==> src/rtl/axi_w_responder.sv <==
// AXI4 write-channel responder: one AW, INCR burst of W beats into a word-wide
// SRAM port, then a single B response. Optional W_RESP_CHECK_EN enables burst length checking.
module axi_w_responder #(
  parameter int ID_W   = 8,
  parameter int ADDR_W = 32,
  parameter int MEM_AW = 14
) (
  input  logic              clk,
  input  logic              rst,
  input  logic [ID_W-1:0]   awid,
  input  logic [ADDR_W-1:0] awaddr,
  input  logic [3:0]        awlen,
  input  logic              awvalid,
  output logic              awready,
  input  logic [36:0]       wpack,
  input  logic              wvalid,
  output logic              wready,
  output logic [ID_W-1:0]   bid,
  output logic [1:0]        bresp,
  output logic              bvalid,
  input  logic              bready,
  output logic [3:0]        mem_we,
  output logic [MEM_AW-1:0] mem_addr,
  output logic [31:0]       mem_din
);

  typedef enum logic [1:0] {
    IDLE = 2'd0,
    DATA = 2'd1,
    RESP = 2'd2
  } state_t;

  localparam logic [1:0] RESP_OKAY   = 2'b00;
  localparam logic [1:0] RESP_SLVERR = 2'b10;

  state_t              state_r;
  state_t              state_nxt_s;
  logic [ID_W-1:0]     id_lat_r;
  logic [ID_W-1:0]     bid_r;
  logic [1:0]          bresp_r;
  logic [MEM_AW-1:0]   ptr_r;
  logic [3:0]          len_r;
  logic [4:0]          cnt_r;
  logic                err_r;
  logic                aw_hs_s;
  logic                w_hs_s;
  logic                w_last_s;
  logic                beat_err_s;
  logic                beat_drop_s;
  logic                unused_addr_s;

  assign w_last_s      = wpack[0];
  assign bid           = bid_r;
  assign bresp         = bresp_r;
  assign unused_addr_s = ^{awaddr[ADDR_W-1:MEM_AW+2], awaddr[1:0]};

`ifdef W_RESP_CHECK_EN
  // Per-beat length check against the latched awlen; beats past awlen are dropped
  always_comb begin
    beat_err_s  = 1'b0;
    beat_drop_s = 1'b0;
    if (cnt_r > {1'b0, len_r}) begin
      beat_drop_s = 1'b1;
    end else begin
      beat_drop_s = 1'b0;
    end
    if ((w_last_s && (cnt_r < {1'b0, len_r})) ||
        (!w_last_s && (cnt_r == {1'b0, len_r}))) begin
      beat_err_s = 1'b1;
    end else begin
      beat_err_s = 1'b0;
    end
  end
`else
  logic unused_cfg_s;
  assign beat_err_s   = 1'b0;
  assign beat_drop_s  = 1'b0;
  assign unused_cfg_s = ^{len_r, cnt_r};
`endif

  // State register
  always_ff @(posedge clk) begin
    if (rst) begin
      state_r <= IDLE;
    end else begin
      state_r <= state_nxt_s;
    end
  end

  // Next-state, handshakes and the combinational memory write port
  always_comb begin
    state_nxt_s = state_r;
    awready     = 1'b0;
    wready      = 1'b0;
    bvalid      = 1'b0;
    mem_we      = 4'b0000;
    mem_addr    = ptr_r;
    mem_din     = wpack[36:5];
    aw_hs_s     = 1'b0;
    w_hs_s      = 1'b0;
    if (rst) begin
      state_nxt_s = IDLE;
    end else begin
      case (state_r)
        IDLE: begin
          awready = 1'b1;
          if (awvalid) begin
            aw_hs_s     = 1'b1;
            state_nxt_s = DATA;
          end else begin
            state_nxt_s = IDLE;
          end
        end
        DATA: begin
          wready = 1'b1;
          if (wvalid) begin
            w_hs_s = 1'b1;
            mem_we = beat_drop_s ? 4'b0000 : wpack[4:1];
            if (w_last_s) begin
              state_nxt_s = RESP;
            end else begin
              state_nxt_s = DATA;
            end
          end else begin
            state_nxt_s = DATA;
          end
        end
        RESP: begin
          bvalid = 1'b1;
          if (bready) begin
            state_nxt_s = IDLE;
          end else begin
            state_nxt_s = RESP;
          end
        end
        default: begin
          state_nxt_s = IDLE;
        end
      endcase
    end
  end

  // Burst context: pointer, beat count, error flag; B fields load only on entry to RESP
  always_ff @(posedge clk) begin
    if (rst) begin
      id_lat_r <= {ID_W{1'b0}};
      bid_r    <= {ID_W{1'b0}};
      bresp_r  <= RESP_OKAY;
      ptr_r    <= {MEM_AW{1'b0}};
      len_r    <= 4'd0;
      cnt_r    <= 5'd0;
      err_r    <= 1'b0;
    end else if (aw_hs_s) begin
      id_lat_r <= awid;
      ptr_r    <= awaddr[MEM_AW+1:2];
      len_r    <= awlen;
      cnt_r    <= 5'd0;
      err_r    <= 1'b0;
    end else if (w_hs_s) begin
      ptr_r <= ptr_r + MEM_AW'(1);
      cnt_r <= (cnt_r == 5'd16) ? cnt_r : cnt_r + 5'd1;
      err_r <= err_r | beat_err_s;
      if (w_last_s) begin
        bid_r   <= id_lat_r;
        bresp_r <= (err_r | beat_err_s) ? RESP_SLVERR : RESP_OKAY;
      end else begin
        bid_r   <= bid_r;
        bresp_r <= bresp_r;
      end
    end else begin
      ptr_r <= ptr_r;
      cnt_r <= cnt_r;
      err_r <= err_r;
    end
  end

endmodule

==> config.mk <==
export PLATFORM = sky130hd
export DESIGN_NAME = axi_w_responder
export DESIGN_NICKNAME = d
export VERILOG_FILES = /design/src/rtl/axi_w_responder.sv
export SDC_FILE = /design/constraint.sdc
export NUM_CORES = 1
export LEC_CHECK = 0
export CORE_MARGIN = 5
export CORE_UTILIZATION = 32
export DETAILED_ROUTE_END_ITERATION = 8
export HOLD_SLACK_MARGIN = 0.15
export PLACE_DENSITY = 0.82
export SYNTH_ARGS = -nofsm -noshare
export SYNTH_HDL_FRONTEND = slang
export SYNTH_SLANG_ARGS = --single-unit
==> constraint.sdc <==
create_clock -name clk -period 1.85 [get_ports clk]
set_input_delay 0.2775 -clock clk [delete_from_list [all_inputs] [get_ports clk]]
set_output_delay 0.2775 -clock clk [all_outputs]
set_load 0.05 [all_outputs]
==> summary.md, run 1 <==
| Metric | Value |
|---|---|
| Setup crit end kind | primary output |
| DP Worst Slack | -0.289 ns |
| Hold Violations, Final | 0 |
| Async set-reset flop share out of synthesis | 0% |
| Final instance area | 2470 sq um |
| Synth cell types | 31 |
| Leakage | 0.903 nW |
| WHS Path Cells | 2 |
| DP Area | 2360 sq um |
| Netlist Area Pre-Place | 1720 sq um |
| Post-synth top area share | 37.3% |
| Delay-heaviest family, CP | buffers and inverters |
| Initial antenna violation count | 0 |
| EDFF count, synth | 0 |
| Post-route clock period utilization | 96.5% |
| DRT antenna net count | 0 |
| FF-to-FF path depth | 5 |
| Max Root-Sink Buffers | 2 |
| Global-route wire length before repair | 6960 microns |
| RSZ-0062 raised after global routing | no |
| Synth Flop Type | dfxtp_1 |
| Total gr overflow | 0 |
| # port buffers | 60 |
| Leading post-synthesis cells by cell area | dfxtp_1 37%, buf_4 15%, a211oi_1 7.4% |
| Peak supply drop | 0.298 mV |
| Fin util | 47.8% |
| CTS Root Buffer Type | clkbuf_8 |
| Worst Skew | 0.00146 ns |
| Io pins | 149 |
| Slowest stage delay, CP | 0.83 ns |
| Critical Path AT | 1.51 ns |
| Worst hold slack | 0.456 ns |
| Via Count | 1,520 |
| Die area | 6930 sq um |
| Share of cells above drive strength 1 | 20.4% |
| Max_slew headroom | 64.9% |
| Total global-route track usage | 12.1% |
| Clock transition at path regs | 0.06 ns |
| Fmax | 560 MHz |
| Die width | 83.3 microns |
| DRC viols | 0 |
| PD cells | 728 nW/um^2 |
| Final min period | 1.79 ns |
| Crit start category | flip-flop |
| DP HPWL | 3030 microns |
| DRT Pass-1 Iters | 4 |
| GP Congestion | 0.775 |
| Die Height | 83.3 microns |
| Starting Density | 33.2% |
| Largest net degree at the start of global routing | 34 |
| Min-delay worst type | flip-flop to flip-flop |
| Vias in the first global route | 1,520 |
| Setup ws final | 0.0643 ns |
| Max Cap Violations | 0 |
| CTS tree | done |
| Routed WL per cell | 12.6 microns |
| Fin. max-slew vios | 0 |
| Rows | 26 |
| CP cell instances | clkdlybuf4s50_1 |
| Inst Count DP | 312 |
| Yosys reg bits | 32 |
| Post-synth top area cell | dfxtp_1 |
| Crit Path Category | flip-flop to primary output |
| ANT cells | 0 |
| Latest clock arrival within the worst-skew pair | 0.28 ns |
| Worst slew pin tran | 0.525 ns |
| Slowest-stage cell, CP | clkdlybuf4s50_1 |
| CP Depth | 1 |
| CP required | 1.57 ns |
| Number of buffers and inverters on the critical path | 1 |
| Final wirelength | 4020 microns |
| Status | completed |
| Iteration-0 DRC Markers | 81 |
| Register area share after synthesis | 37.3% |
| CP max FO | 7 |
| Sink Count | 32 |
| CTS buffer count | 5 |
| H-tree depth reported by CTS | 2 |
| Mapped Avg Cell Area | 8.10 sq um |
| Cells after Synth | 212 |
| Ys Warns | 0 |
| Area Growth Syn to Fin | 44.1% |
| Final setup fails | 0 |
| Non-filler cells, final | 320 |
| Core area | 5170 sq um |
| Number of vias per cell | 4.75 |
| Final nets | 337 |
## cells in the final DEF, fill, tap and decap left out, types with 2 or more instances in the layout
master / count
a311oi_1: 4
clkbuf_8: 7
a211oi_1: 17
dlygate4sd2_1: 2
dfxtp_2: 4
nor2_1: 30
and2_4: 4
or3_1: 2
xor2_1: 6
nand2_1: 27
nand3_1: 5
a21oi_1: 10
and4_1: 2
nand4_1: 4
buf_12: 11
xnor2_1: 3
dfxtp_1: 26
o21ai_0: 2
nor3_1: 2
and3_1: 2
conb_1: 2
buf_4: 17
dfxtp_4: 2
clkdlybuf4s50_1: 46
## Yosys cell counts, types with 3 or more instances
cell and number:
nand2_1 27, nand4_1 4, nor3_1 3, a21oi_1 10, and2_1 5, clkbuf_1 7, buf_4 34, a311oi_1 4
xor2_1 6, nand3_1 5, xnor2_1 3, buf_2 4, dfxtp_1 32, nor2_1 30, a211oi_1 17
## final timing paths
kind,startpoint,end,slack [ns]
min reg2reg,id_lat_r[6],id_lat_r[6],0.46
max,mem_addr[4],mem_addr[4],0.06
max reg2reg,mem_addr[0],mem_addr[12],0.15
min,id_lat_r[6],id_lat_r[6],0.46
## sequential cells by signal (all words and copies together) (netlist names)
name      flops
id_lat_r      8
state_r       2
bid           8
mem_addr     14
## repair_timing
action,in CTS,in global routing
endpoints found under the setup margin,5,4
setup buffers,1,0
gates resized for setup,7,1
hold buffers,0,0
## power breakdown
group	switching, mW	internal, mW
clock	0.244	0.331
sequential	0.0420	0.732
combinational	0.246	0.206
total	0.532	1.27
## metal layers
| metal | vias to the layer above | GRT usage (%) | part of all wire [%] |
|---|---|---|---|
| li1 | 762 | - | - |
| met1 | 701 | 14.0 | 44 |
| met2 | 46 | 19.9 | 47 |
| met3 | 11 | 4.06 | 7.6 |
| met4 | 0 | 5.79 | 1.6 |
| met5 | - | 0 | 0 |
## area by class of cell
type | instances | area [sq um]
Tap cell | 70 | 87.6
Multi-Input combinational cell | 134 | 808
Clock buffer | 7 | 96.3
Timing Repair Buffer | 76 | 826
Inverter | 1 | 3.75
Fill cell | 499 | 2700
Sequential cell | 32 | 653
## per-stage QoR
stage          TNS (ns)  power, mW
2_1_floorplan   -0.0708       1.22
3_3_place_gp      -3.56       1.23
3_5_place_dp      -4.34       1.24
4_1_cts               0       1.82
5_1_grt               0       1.89
6_report              0       1.80
## cell families (layout without fill, tap and decap cells)
group / Yosys count / in the layout / share of synthesized area [%]
buffers and inverters: 47 / 84 / 18.4
DFF: 32 / 32 / 37.3
adders and majority gates: 1 / 1 / 0.728
AOI/OAI and AO/OA: 35 / 35 / 13.8
xor gates and xnor gates: 9 / 9 / 4.59
other: 1 / 2 / 0.218
and+or+nand+nor: 87 / 87 / 24.9
Power figures use the tool's default switching activity.
==> run 2, diff against run 1 <==
--- a/config.mk
+++ b/config.mk
@@ -13,3 +13,4 @@
 export SYNTH_ARGS = -nofsm -noshare
 export SYNTH_HDL_FRONTEND = slang
 export SYNTH_SLANG_ARGS = --single-unit
+export TNS_END_PERCENT = 5
==> run 2 against run 1 <==
Clock power fell by 14%. Largest cell class is now multi-input combinational cells. Critical endpoint is now mem_addr[11]. Utilization decreased by 0.63 points. Cell area fell by 1.3%. Via count decreased by 0.79%.
==> summary.md, run 2 (synthesis gave the netlist of run 1 again) <==
| Metric | Value |
|---|---|
| Post-CTS Setup Inserts | 0 |
| Post-route clock period utilization | 96.7% |
| Iteration-0 DRC Markers | 69 |
| Most frequent cells in the layout | 43 x clkdlybuf4s50_1, 30 x nor2_1, 29 x dfxtp_1 |
| # hold bufs at CTS | 0 |
| Multi-input logic area | 817 sq um |
| Worst slew pin tran | 0.511 ns |
| Fin. max-slew vios | 0 |
| Max_slew headroom | 65.8% |
| Total gr overflow | 0 |
| Crit Path Category | flip-flop to primary output |
| Number of buffers and inverters on the critical path | 1 |
| Critical Path End | mem_addr[11] |
| Max Cap Violations | 0 |
| Crit start category | flip-flop |
| PD cells | 703 nW/um^2 |
| Max Root-Sink Buffers | 2 |
| Initial antenna violation count | 0 |
| Sink Count | 32 |
| Peak supply drop | 0.277 mV |
| Non-filler cells, final | 320 |
| Rows | 26 |
| Min-delay worst type | flip-flop to flip-flop |
| Final nets | 337 |
| Latest clock arrival within the worst-skew pair | 0.28 ns |
| Total global-route track usage | 11.7% |
| Worst R2R Setup Slack | 0.13 ns |
| Register Area | 647 sq um |
| H-tree depth reported by CTS | 2 |
| RSZ-0062 raised after global routing | no |
| Via Count | 1,508 |
| CP Depth | 1 |
| Share of cells above drive strength 1 | 20.0% |
| Max FFs per register | 14 |
| Hold Violations, Final | 0 |
| Delay-heaviest family, CP | buffers and inverters |
| DRC viols | 0 |
| FF-to-FF path depth | 5 |
| Area Growth Syn to Fin | 42.2% |
| DP HPWL | 3110 microns |
| Slowest-stage cell, CP | clkdlybuf4s50_1 |
| Critical Path AT | 1.51 ns |
| Commonest non-fill, non-tap cell in the layout | clkdlybuf4s50_1 |
| CTS buffer count | 5 |
| Number of vias per cell | 4.71 |
| Final setup fails | 0 |
| Slowest stage delay, CP | 0.83 ns |
| CTS Root Buffer Type | clkbuf_8 |
| Global-route wire length before repair | 6770 microns |
| CP required | 1.57 ns |
| CP max FO | 5 |
| GP Congestion | 0.760 |
| Io pins | 149 |
| Routed WL per cell | 12.8 microns |
| Fmax | 559 MHz |
| Clock transition at path regs | 0.07 ns |
| ANT cells | 0 |
| Fin util | 47.2% |
| Starting Density | 33.2% |
| Worst Skew | 0.00948 ns |
| CP Launch Point | mem_addr[11] |
| Inst Count DP | 313 |
| Final min period | 1.79 ns |
| DRT Pass-1 Iters | 4 |
| Setup crit end kind | primary output |
| Die width | 83.3 microns |
| CTS tree | done |
| DRT antenna net count | 0 |
| Final wirelength | 4100 microns |
| Reg-to-reg endpoint | mem_addr[12] |
| Fill cells | 488 |
| # port buffers | 60 |
| Vias in the first global route | 1,500 |
| Die Height | 83.3 microns |
| Leakage | 0.894 nW |
| Status | completed |
| R2r startpoint | mem_addr[0] |
| Core area | 5170 sq um |
| Die area | 6930 sq um |
| Largest net degree at the start of global routing | 29 |
| CP cell instances | clkdlybuf4s50_1 |
-- run 2: cell count changes in the layout (fill, tap and decap cells not counted), moves of 2 or more --
cell / previous run / this run
buf_4: 17 / 20
clkbuf_8: 7 / 5
clkdlybuf4s50_1: 46 / 43
dfxtp_1: 26 / 29
dfxtp_2: 4 / 2
-- run 2: stage by stage --
step	hold slack [ns]	setup slack, ns	area (sq um)	TNS [ns]	total power [mW]
floorplan	0.413	-0.129	1750	-0.202	1.22
global placement	0.442	-0.250	2330	-2.49	1.23
detailed placement	0.447	-0.327	2330	-3.78	1.24
CTS	0.455	-0.0235	2420	-0.0901	1.74
global route	0.473	0.0122	2440	0	1.81
finish	0.454	0.0615	2440	0	1.72
-- run 2: cell type report --
| class | count | share of cell area, % |
|---|---|---|
| clock buffer | 6 | 2.97 |
| clock inverter | 1 | 0.205 |
| inverter | 1 | 0.154 |
| multi-input combinational | 134 | 33.5 |
| sequential | 32 | 26.5 |
| tap | 70 | 3.59 |
| timing repair buffer | 76 | 33.1 |
-- run 2: worst min path at each step --
| stage | startpoint | to | cells after the start |
|---|---|---|---|
| finish | id_lat_r[2] | id_lat_r[2] | 2 |
| detailed placement | id_lat_r[5] | id_lat_r[5] | 2 |
| floorplan | awid[0] | id_lat_r[0] | 2 |
| global placement | id_lat_r[7] | id_lat_r[7] | 2 |
| global route | id_lat_r[6] | id_lat_r[6] | 2 |
| CTS | id_lat_r[2] | id_lat_r[2] | 2 |
-- run 2: what timing repair did --
item	CTS	global route
setup endpoints to repair	5	4
cloned	0	0
gates resized for setup	4	7
pin swaps	0	1
hold endpoints to repair	0	0
-- run 2: metal layers --
metal / global-route usage (%) / part of all wire (%) / up-vias
li1: - / - / 766
met3: 3.96 / 6.3 / 12
met1: 14.0 / 45 / 688
met2: 19.0 / 47 / 42
met5: 0 / 0 / -
met4: 5.05 / 1.9 / 0
-- run 2: report_power, final --
| part | internal [mW] | leakage (nW) | switching [mW] |
|---|---|---|---|
| Combinational | 0.205 | 0.590 | 0.248 |
| Sequential | 0.730 | 0.263 | 0.0413 |
| Clock | 0.255 | 0.0410 | 0.238 |
